===== src/rtl/pipeline_ctrl.sv =====
// Hazard and sequencing controller for the five-stage pipeline.
// Combinational stage enables/flushes from the current state and hazard inputs, plus the
// data-memory valid/ready handshake, halt/fault states and stall/flush performance counters.
module pipeline_ctrl #(
  parameter int unsigned MEM_TIMEOUT = 64,
  parameter int unsigned CNT_W       = 32
) (
  input  logic             clk,
  input  logic             reset,
  input  logic [4:0]       id_rs1_addr,
  input  logic [4:0]       id_rs2_addr,
  input  logic             id_uses_rs1,
  input  logic             id_uses_rs2,
  input  logic [4:0]       ex_rd,
  input  logic             ex_mem_read,
  input  logic             ex_redirect,
  input  logic             mem_access,
  input  logic             dmem_ready,
  input  logic             imem_ready,
  input  logic             wb_halt,
  output logic             pc_en,
  output logic             pc_sel,
  output logic             if_id_en,
  output logic             if_id_flush,
  output logic             id_ex_en,
  output logic             id_ex_flush,
  output logic             ex_mem_en,
  output logic             mem_wb_flush,
  output logic             dmem_req,
  output logic             halted,
  output logic             bus_error,
  output logic [CNT_W-1:0] stall_cnt,
  output logic [CNT_W-1:0] flush_cnt
);

  localparam int unsigned WaitW = $clog2(MEM_TIMEOUT + 1);
  localparam logic [WaitW-1:0] WaitMax = WaitW'(MEM_TIMEOUT);

  typedef enum logic [1:0] {StRun, StMemWait, StHalt, StFault} state_e;

  state_e           state_q, state_d;
  logic [WaitW-1:0] wait_q, wait_d;
  logic [WaitW-1:0] wait_inc;
  logic [CNT_W-1:0] stall_q, flush_q;
  logic             stall_inc, flush_inc;
  logic             active, frozen, eval_hazards, load_use;

  assign wait_inc  = wait_q + WaitW'(1);
  assign stall_cnt = stall_q;
  assign flush_cnt = flush_q;

  assign load_use = ex_mem_read && (ex_rd != 5'd0) &&
                    ((id_uses_rs1 && (id_rs1_addr == ex_rd)) ||
                     (id_uses_rs2 && (id_rs2_addr == ex_rd)));

  // Next-state and stage-control outputs; memory freeze dominates, then redirect, load-use, fetch.
  always_comb begin
    state_d      = state_q;
    wait_d       = wait_q;
    pc_en        = 1'b1;
    pc_sel       = 1'b0;
    if_id_en     = 1'b1;
    if_id_flush  = 1'b0;
    id_ex_en     = 1'b1;
    id_ex_flush  = 1'b0;
    ex_mem_en    = 1'b1;
    mem_wb_flush = 1'b0;
    dmem_req     = 1'b0;
    halted       = 1'b0;
    bus_error    = 1'b0;
    stall_inc    = 1'b0;
    flush_inc    = 1'b0;
    active       = 1'b0;
    frozen       = 1'b0;
    eval_hazards = 1'b0;

    unique case (state_q)
      StRun: begin
        active = 1'b1;
        if (mem_access) begin
          dmem_req = 1'b1;
          if (!dmem_ready) begin
            frozen  = 1'b1;
            state_d = StMemWait;
            wait_d  = '0;
          end
        end
        eval_hazards = !frozen;
        // The WB instruction retires even in a freeze cycle, since MEM/WB is only flushed behind it
        if (wb_halt) state_d = StHalt;
      end
      StMemWait: begin
        active   = 1'b1;
        dmem_req = 1'b1;
        if (dmem_ready) begin
          eval_hazards = 1'b1;
          state_d      = wb_halt ? StHalt : StRun;
          wait_d       = '0;
        end else begin
          frozen = 1'b1;
          wait_d = wait_inc;
          if (wait_inc == WaitMax) state_d = StFault;
        end
      end
      StHalt, StFault: begin
        pc_en     = 1'b0;
        if_id_en  = 1'b0;
        id_ex_en  = 1'b0;
        ex_mem_en = 1'b0;
        halted    = (state_q == StHalt);
        bus_error = (state_q == StFault);
      end
      default: state_d = StRun;
    endcase

    if (frozen) begin
      pc_en        = 1'b0;
      if_id_en     = 1'b0;
      id_ex_en     = 1'b0;
      ex_mem_en    = 1'b0;
      mem_wb_flush = 1'b1;
    end else if (eval_hazards) begin
      if (ex_redirect) begin
        // The ID instruction is squashed, so a load-use or fetch stall on it is moot
        pc_sel      = 1'b1;
        if_id_flush = 1'b1;
        id_ex_flush = 1'b1;
        flush_inc   = 1'b1;
      end else if (load_use) begin
        pc_en       = 1'b0;
        if_id_en    = 1'b0;
        id_ex_flush = 1'b1;
      end else if (!imem_ready) begin
        pc_en       = 1'b0;
        if_id_flush = 1'b1;
      end
    end

    stall_inc = active && !pc_en;

    if (reset) begin
      state_d      = StRun;
      wait_d       = '0;
      pc_en        = 1'b1;
      pc_sel       = 1'b0;
      if_id_en     = 1'b1;
      if_id_flush  = 1'b1;
      id_ex_en     = 1'b1;
      id_ex_flush  = 1'b1;
      ex_mem_en    = 1'b1;
      mem_wb_flush = 1'b1;
      dmem_req     = 1'b0;
      halted       = 1'b0;
      bus_error    = 1'b0;
      stall_inc    = 1'b0;
      flush_inc    = 1'b0;
    end
  end

  // State, wait counter and performance counters; counters wrap naturally.
  always_ff @(posedge clk) begin
    if (reset) begin
      state_q <= StRun;
      wait_q  <= '0;
      stall_q <= '0;
      flush_q <= '0;
    end else begin
      state_q <= state_d;
      wait_q  <= wait_d;
      if (stall_inc) stall_q <= stall_q + CNT_W'(1);
      if (flush_inc) flush_q <= flush_q + CNT_W'(1);
    end
  end

endmodule


===== config.mk =====
export PLATFORM = sky130hd
export DESIGN_NAME = pipeline_ctrl
export DESIGN_NICKNAME = d
export VERILOG_FILES = /design/src/rtl/pipeline_ctrl.sv
export SDC_FILE = /design/constraint.sdc
export NUM_CORES = 1
export LEC_CHECK = 0
export ABC_CLOCK_PERIOD_IN_PS = 2600
export BUFFER_PORTS_ARGS = -buffer_cell sky130_fd_sc_hd__buf_2
export CAP_MARGIN = 10
export CORE_MARGIN = 2
export CORE_UTILIZATION = 50
export CTS_BUF_LIST = sky130_fd_sc_hd__clkbuf_8
export DETAILED_ROUTE_END_ITERATION = 8
export PLACE_DENSITY_LB_ADDON = 0.08
export SLEW_MARGIN = 25
export SYNTH_ARGS = -nofsm -noshare
export SYNTH_HDL_FRONTEND = slang
export SYNTH_SLANG_ARGS = --single-unit

===== constraint.sdc =====
create_clock -name clk -period 2.6 [get_ports clk]
set_input_delay 0.52 -clock clk [delete_from_list [all_inputs] [get_ports clk]]
set_output_delay 0.52 -clock clk [all_outputs]
set_load 0.02 [all_outputs]

==> metrics.md, run 1 <==
| Metric | Value |
|---|---|
| Max-cap viol count | `0` |
| Clk network pwr share | `40.7%` |
| Net switching power | `0.000557 W` |
| Detailed Routing Iterations Pass 1 | `4` |
| Wire length per cell | `13.6 um` |
| Detailed placer's ending HPWL | `6230 um` |
| Largest net degree at the start of global routing | `63` |
| Clock buffer depth | `2` |
| Logic pwr share | `7.5%` |
| Reg power frac | `51.9%` |
| Post-synthesis sequential area ratio | `39.0%` |
| Largest area contributor in the netlist | `dfxtp_1` |
| Post-synthesis mux area share | `less than 1%` |
| Top post-synthesis cells by area | `dfxtp_1, a21oi_1, xor2_1, nor2_1, or3_1` |
| Initial antenna violation count | `0` |
| Critical path type | `primary input to output pin` |
| DIE HEIGHT | `90.6 um` |
| Routed WL | `around 8800 um` |
| Most frequent CP cell | `buf_2` |
| Slew margin rel. | `68.4%` |
| Syn Nets | `482` |
| Vias in the first global route | `3330` |
| IO Pins | `100` |
| Row cnt | `31` |
| Slew Viols, Final | `0` |
| CORE AREA | `0.00725 sq mm` |
| Fraction of layout cells with a size suffix above 1 | `23.8%` |
| Post-synth EDFFs | `0` |
| Synth Area in XOR/XNOR | `8.65%` |
| Via density per instance | `5.58` |
| First-pass GRT wire length | `15100 um` |
| Leading cell type in the layout, fill and taps excluded | `buf_2` |
| Hold Path Class | `primary input to register` |
| Vias post-DR | `3629` |
| Clock Pin Slew Worst Setup and Hold Paths | `70 ps` |
| Syn Inst Count | `454` |
| Full die area | `between 0.008 and 0.009 sq mm` |
| # DRC | `0` |
| RSZ-0062 raised after global routing | `no` |
| Total gr overflow | `0` |
| Final ANT Viol Nets | `0` |
| Worst skew pair latency | `340 ps` |
| M2 GR Usage | `37.0%` |
| Port Buffers | `99` |
| Worst setup EP type | `output pin` |
| Root buf cell | `clkbuf_8` |
| Final Cycle Share | `~93%` |
| CP max stage cell | `or4_1` |
| Post-CTS sizing | `0` |
| Hold bufs inserted after CTS | `0` |
| Final hold vios | `0` |
| Fraction of registers with async set/reset | `0%` |
| CP max stage delay | `540 ps` |
| Sink Count | `73` |
| Static Leak | `1.83 nW` |
| Slew @ Worst Pin | `475 ps` |
| Compound-gate portion of the synthesized area | `15.8%` |
| H-tree depth | `3` |
| Cell variety after synth | `47` |
| Synthesized area per cell | `8.25 sq um` |
| Final Critical Period | `2410 ps` |
| Synth top area share | `39.0%` |
| P_int | `0.00163 W` |
| Setup Fix Bufs, Post-CTS | `0` |
| Iteration-0 DRC Markers | `122` |
| Pwr/cell area | `slightly below 500 mW/mm^2` |
| Total track usage | `21.9%` |
| Met1 Usage GRT | `28.1%` |
| CTS Buf Count | `9` |
| Maximum vdd drop | `0.308 mV` |
| CP arrival | `1890 ps` |
| Worst EP required | `2080 ps` |
| Largest family of logic cells by synthesized area | `simple AND/OR/NAND/NOR gates` |
| Critical path cell sequence | `buf_2 > or4_1 > o21ai_2 > nand2b_1 > nand2_1 > a21oi_1 > buf_2` |
| CTS tree | `yes` |
| Synth Area in Adders | `1.00%` |
| CP startpoint kind | `primary input` |
| # diodes | `0` |
| Synth Flop Type | `dfxtp_1` |
| CP Max Fanout | `3` |
| Setup-failing EPs final | `0` |
| Nets | `574` |
| Initial Util | `between 50% and 60%` |
| Simple-Gate Fraction of Synth Area | `slightly above 30%` |
| GR Layer Usage met3 | `roughly 3.7%` |
| Area grow syn2layout | `19.6%` |
| Skew final | `approximately 9.8 ps` |
| Setup_tns | `0 ps` |
| YS warnings | `0` |
| GP Congestion | `0.766` |
| Status | `completed` |
| Gr busiest metal | `met2` |
| Most frequent cells in the layout | `buf_2, dfxtp_1, nor2_1, a21oi_1` |
| Post-Syn Area | `0.00375 sq mm` |
| Final Core Density | `61.8%` |
| Sw Ratio | `approximately a quarter` |
| Horiz. Die Dim | `90.6 um` |
| Maximum clock frequency | `0.415 GHz` |
| Yosys reg bits | `73` |
==> final timing paths <==
path	slack, ps	startpoint	cells after the start	end
worst max-delay path	190	ex_rd[1]	7	pc_en
worst max register to register	460	stall_cnt[3]	6	stall_cnt[27]
worst min-delay path	470	reset	2	wait_q[4]
worst min register to register	490	wait_q[6]	1	wait_q[6]
==> flip-flops by register name, indices dropped and copies added, names as in the netlist <==
signal     cells
flush_cnt     32
stall_cnt     32
state_q        2
wait_q         7
==> critical path: cells and delay by family <==
family / cells / cell delay, ps
buffers and inverters: 2 / 300
and+or+nand+nor: 3 / 760
AOI/OAI and AO/OA: 2 / 310
==> per-stage QoR <==
step                setup slack, ps  std cells  total power (W)  hold WS, ps  area, sq um
floorplan                       319        454          0.00127          448         3750
global placement                225        634          0.00132          468         4280
detailed placement              141        634          0.00132          472         4280
CTS                             168        650          0.00221          465         4480
global route                   80.8        650          0.00228          488         4480
finish                          192        650          0.00218          469         4480
==> metal layers <==
layer  wire (um)  share of wire, %
met1        4110                47
met5           0                 0
met2        4150                47
met3         434               4.9
met4         139               1.6
==> synth_stat cells (all sizes together), types with 12 or more instances <==
master,count
dfxtp,73
nor2,51
a21oi,44
o21ai,32
nand2,31
nand3,29
or3,25
xor2,22
nand4,17
and3,16
xnor2,15
clkbuf,12
==> area by class of cell <==
| type | count | area (sq um) |
|---|---|---|
| timing repair buffer | 104 | 546 |
| inverter | 6 | 22.5 |
| tap | 99 | 124 |
| clock buffer | 9 | 124 |
| clock inverter | 7 | 71.3 |
| multi-input combinational | 352 | 2130 |
| sequential | 73 | 1460 |
| fill | 692 | 2770 |
==> logic make-up after synthesis <==
| kind of cell | count (synthesis) |
|---|---|
| multiplexers | 1 |
| XOR/XNOR | 37 |
| flip-flops | 73 |
| buffers and inverters | 29 |
| adder cells (fa/ha/maj) | 3 |
| AND/OR/NAND/NOR | 211 |
| AO/OA/AOI/OAI | 100 |
==> power groups by stage <==
stage | clock network [W] | logic, W | registers (W)
finish | 0.000887 | 0.000163 | 0.00113
global route | 0.000967 | 0.000179 | 0.00113
CTS | 0.000909 | 0.000165 | 0.00113
detailed placement | 0 | 0.000164 | 0.00116
global placement | 0 | 0.000162 | 0.00116
floorplan | 0 | 0.000110 | 0.00116
Power figures use the tool's default switching activity.
==> inputs of run 2 (changes only) <==
--- a/config.mk
+++ b/config.mk
@@ -6,13 +6,14 @@
 export NUM_CORES = 1
 export LEC_CHECK = 0
 export ABC_CLOCK_PERIOD_IN_PS = 2600
-export BUFFER_PORTS_ARGS = -buffer_cell sky130_fd_sc_hd__buf_2
 export CAP_MARGIN = 10
 export CORE_MARGIN = 2
 export CORE_UTILIZATION = 50
 export CTS_BUF_LIST = sky130_fd_sc_hd__clkbuf_8
 export DETAILED_ROUTE_END_ITERATION = 8
-export PLACE_DENSITY_LB_ADDON = 0.08
+export DONT_BUFFER_PORTS = 1
+export HOLD_SLACK_MARGIN = 0.1
+export PLACE_DENSITY = 0.75
 export SLEW_MARGIN = 25
 export SYNTH_ARGS = -nofsm -noshare
 export SYNTH_HDL_FRONTEND = slang
==> run 2 against run 1 <==
Non-clock buffer count down 94. Sequential cell count stayed put. Combinational power fell by 34%. Clock power is 10% higher. Largest cell class unchanged. Critical endpoint is now if_id_flush. Largest power group unchanged. Via count decreased by 8.8%. Critical path depth down 2. Register-to-register slack worse by 140 ps. Power up 1.8%.
==> metrics.md, run 2 (same netlist as run 1, synthesis figures left out) <==
| Metric | Value |
|---|---|
| Vias post-DR | `~3.3k` |
| Setup_tns | `0 ps` |
| Multi-input combinational cell area | `between 0.002 and 0.0025 sq mm` |
| Status | `completed` |
| Initial antenna violation count | `0` |
| Fraction of layout cells with a size suffix above 1 | `8.11%` |
| Slew @ Worst Pin | `659 ps` |
| Root buf cell | `clkbuf_8` |
| Slew Viols, Final | `0` |
| Filler cells | `approximately 700` |
| Full die area | `0.00820 sq mm` |
| H-tree depth | `3` |
| IO Pins | `100` |
| Clock buffer depth | `2` |
| # diodes | `0` |
| Largest net degree at the start of global routing | `76` |
| CTS tree | `yes` |
| Worst EP required | `2080 ps` |
| Iteration-0 DRC Markers | `125` |
| Total gr overflow | `0` |
| Sink Count | `73` |
| Worst skew pair latency | `between 300 and 400 ps` |
| Max-cap viol count | `0` |
| CP startpoint kind | `primary input` |
| Total placed cells including tap cells | `540` |
| Non-Filler Instances | `555` |
| Setup Fix Bufs, Post-CTS | `0` |
| Horiz. Die Dim | `90.6 um` |
| Total track usage | `20.9%` |
| Port Buffers | `0` |
| # DRC | `0` |
| Maximum vdd drop | `0.353 mV` |
| Total power | `0.00222 W` |
| Clock Pin Slew Worst Setup and Hold Paths | `70 ps` |
| Via density per instance | `5.97` |
| Row cnt | `31` |
| Detailed Routing Iterations Pass 1 | `4` |
| Critical path type | `primary input to output pin` |
| DIE HEIGHT | `between 90 and 100 um` |
| RSZ-0062 raised after global routing | `no` |
| Setup-failing EPs final | `0` |
| GP Congestion | `0.815` |
| Final ANT Viol Nets | `0` |
| First-pass GRT wire length | `14300 um` |
| Final Cycle Share | `88.1%` |
| Hold bufs inserted after CTS | `0` |
| Final Critical Period | `2290 ps` |
| Vias in the first global route | `between 3k and 4k` |
| Worst setup EP type | `output pin` |
| Routed WL | `between 8000 and 9000 um` |
| Area grow syn2layout | `8.25%` |
| Leading cell type in the layout, fill and taps excluded | `dfxtp_1` |
| Maximum clock frequency | `0.437 GHz` |
| Post-CTS sizing | `0` |
| Nets | `480` |
| Detailed placer's ending HPWL | `6080 um` |
| Slew margin rel. | `55.7%` |
| Initial Util | `51.6%` |
| Storage element area | `0.00146 sq mm` |
| Wire length per cell | `15.4 um` |
| CP arrival | `about 1800 ps` |
| Final hold vios | `0` |
| CP Max Fanout | `3` |
| Hold Path Class | `primary input to register` |
| Most frequent cells in the layout | `dfxtp_1, nor2_1, a21oi_1, o21ai_0, nand2_1` |
| Skew final | `roughly 12 ps` |
| CORE AREA | `approximately 0.0073 sq mm` |
| CTS Buf Count | `9` |
| Static Leak | `1.38 nW` |
| Pwr/cell area | `approximately 550 mW/mm^2` |
[run 2: metal layers]
layer	wire, um	global-route usage, %	vias to the layer above
met5	0	0	-
met4	100	7.18	0
met3	549	6.93	10
met2	4150	34.5	96
met1	3720	25.6	1560
li1	-	-	1645
[run 2: worst max-delay path, stage by stage]
cell,delay [ps]
or4_1,530
o21ai_2,180
nor2b_1,80
o21a_1,170
nor2_1,290
[run 2: stage by stage]
stage	cell area (sq um)	hold WS (ps)	setup WS, ps	utilization [%]
after floorplan	3750	448	319	-
after global placement	3840	460	304	52.9
after detailed placement	3840	462	307	52.9
after CTS	4060	234	261	55.9
after global routing	4060	228	143	55.9
final	4060	258	310	55.9
[run 2: path summary, 6_finish.rpt]
| path | startpoint | to | slack (ps) | depth (start not counted) |
|---|---|---|---|---|
| setup / recovery | ex_rd[1] | if_id_flush | 310 | 5 |
| hold / removal | reset | flush_cnt[0] | 260 | 1 |
| setup reg to reg | stall_cnt[3] | stall_cnt[23] | 320 | 6 |
| hold reg to reg | wait_q[6] | wait_q[6] | 480 | 1 |
[run 2: where the power goes]
part	total, W	switching, W	internal, W
clock	0.000976	0.000414	0.000562
sequential	0.00114	0.0000148	0.00112
combinational	0.000108	0.0000659	0.0000422
[run 2: cell type report]
type | count | share of cell area (%)
multi-input combinational | 352 | 52.5
sequential | 73 | 36.0
clock buffer | 10 | 3.39
tap | 99 | 3.05
timing repair buffer | 10 | 2.47
clock inverter | 5 | 1.94
inverter | 6 | 0.555
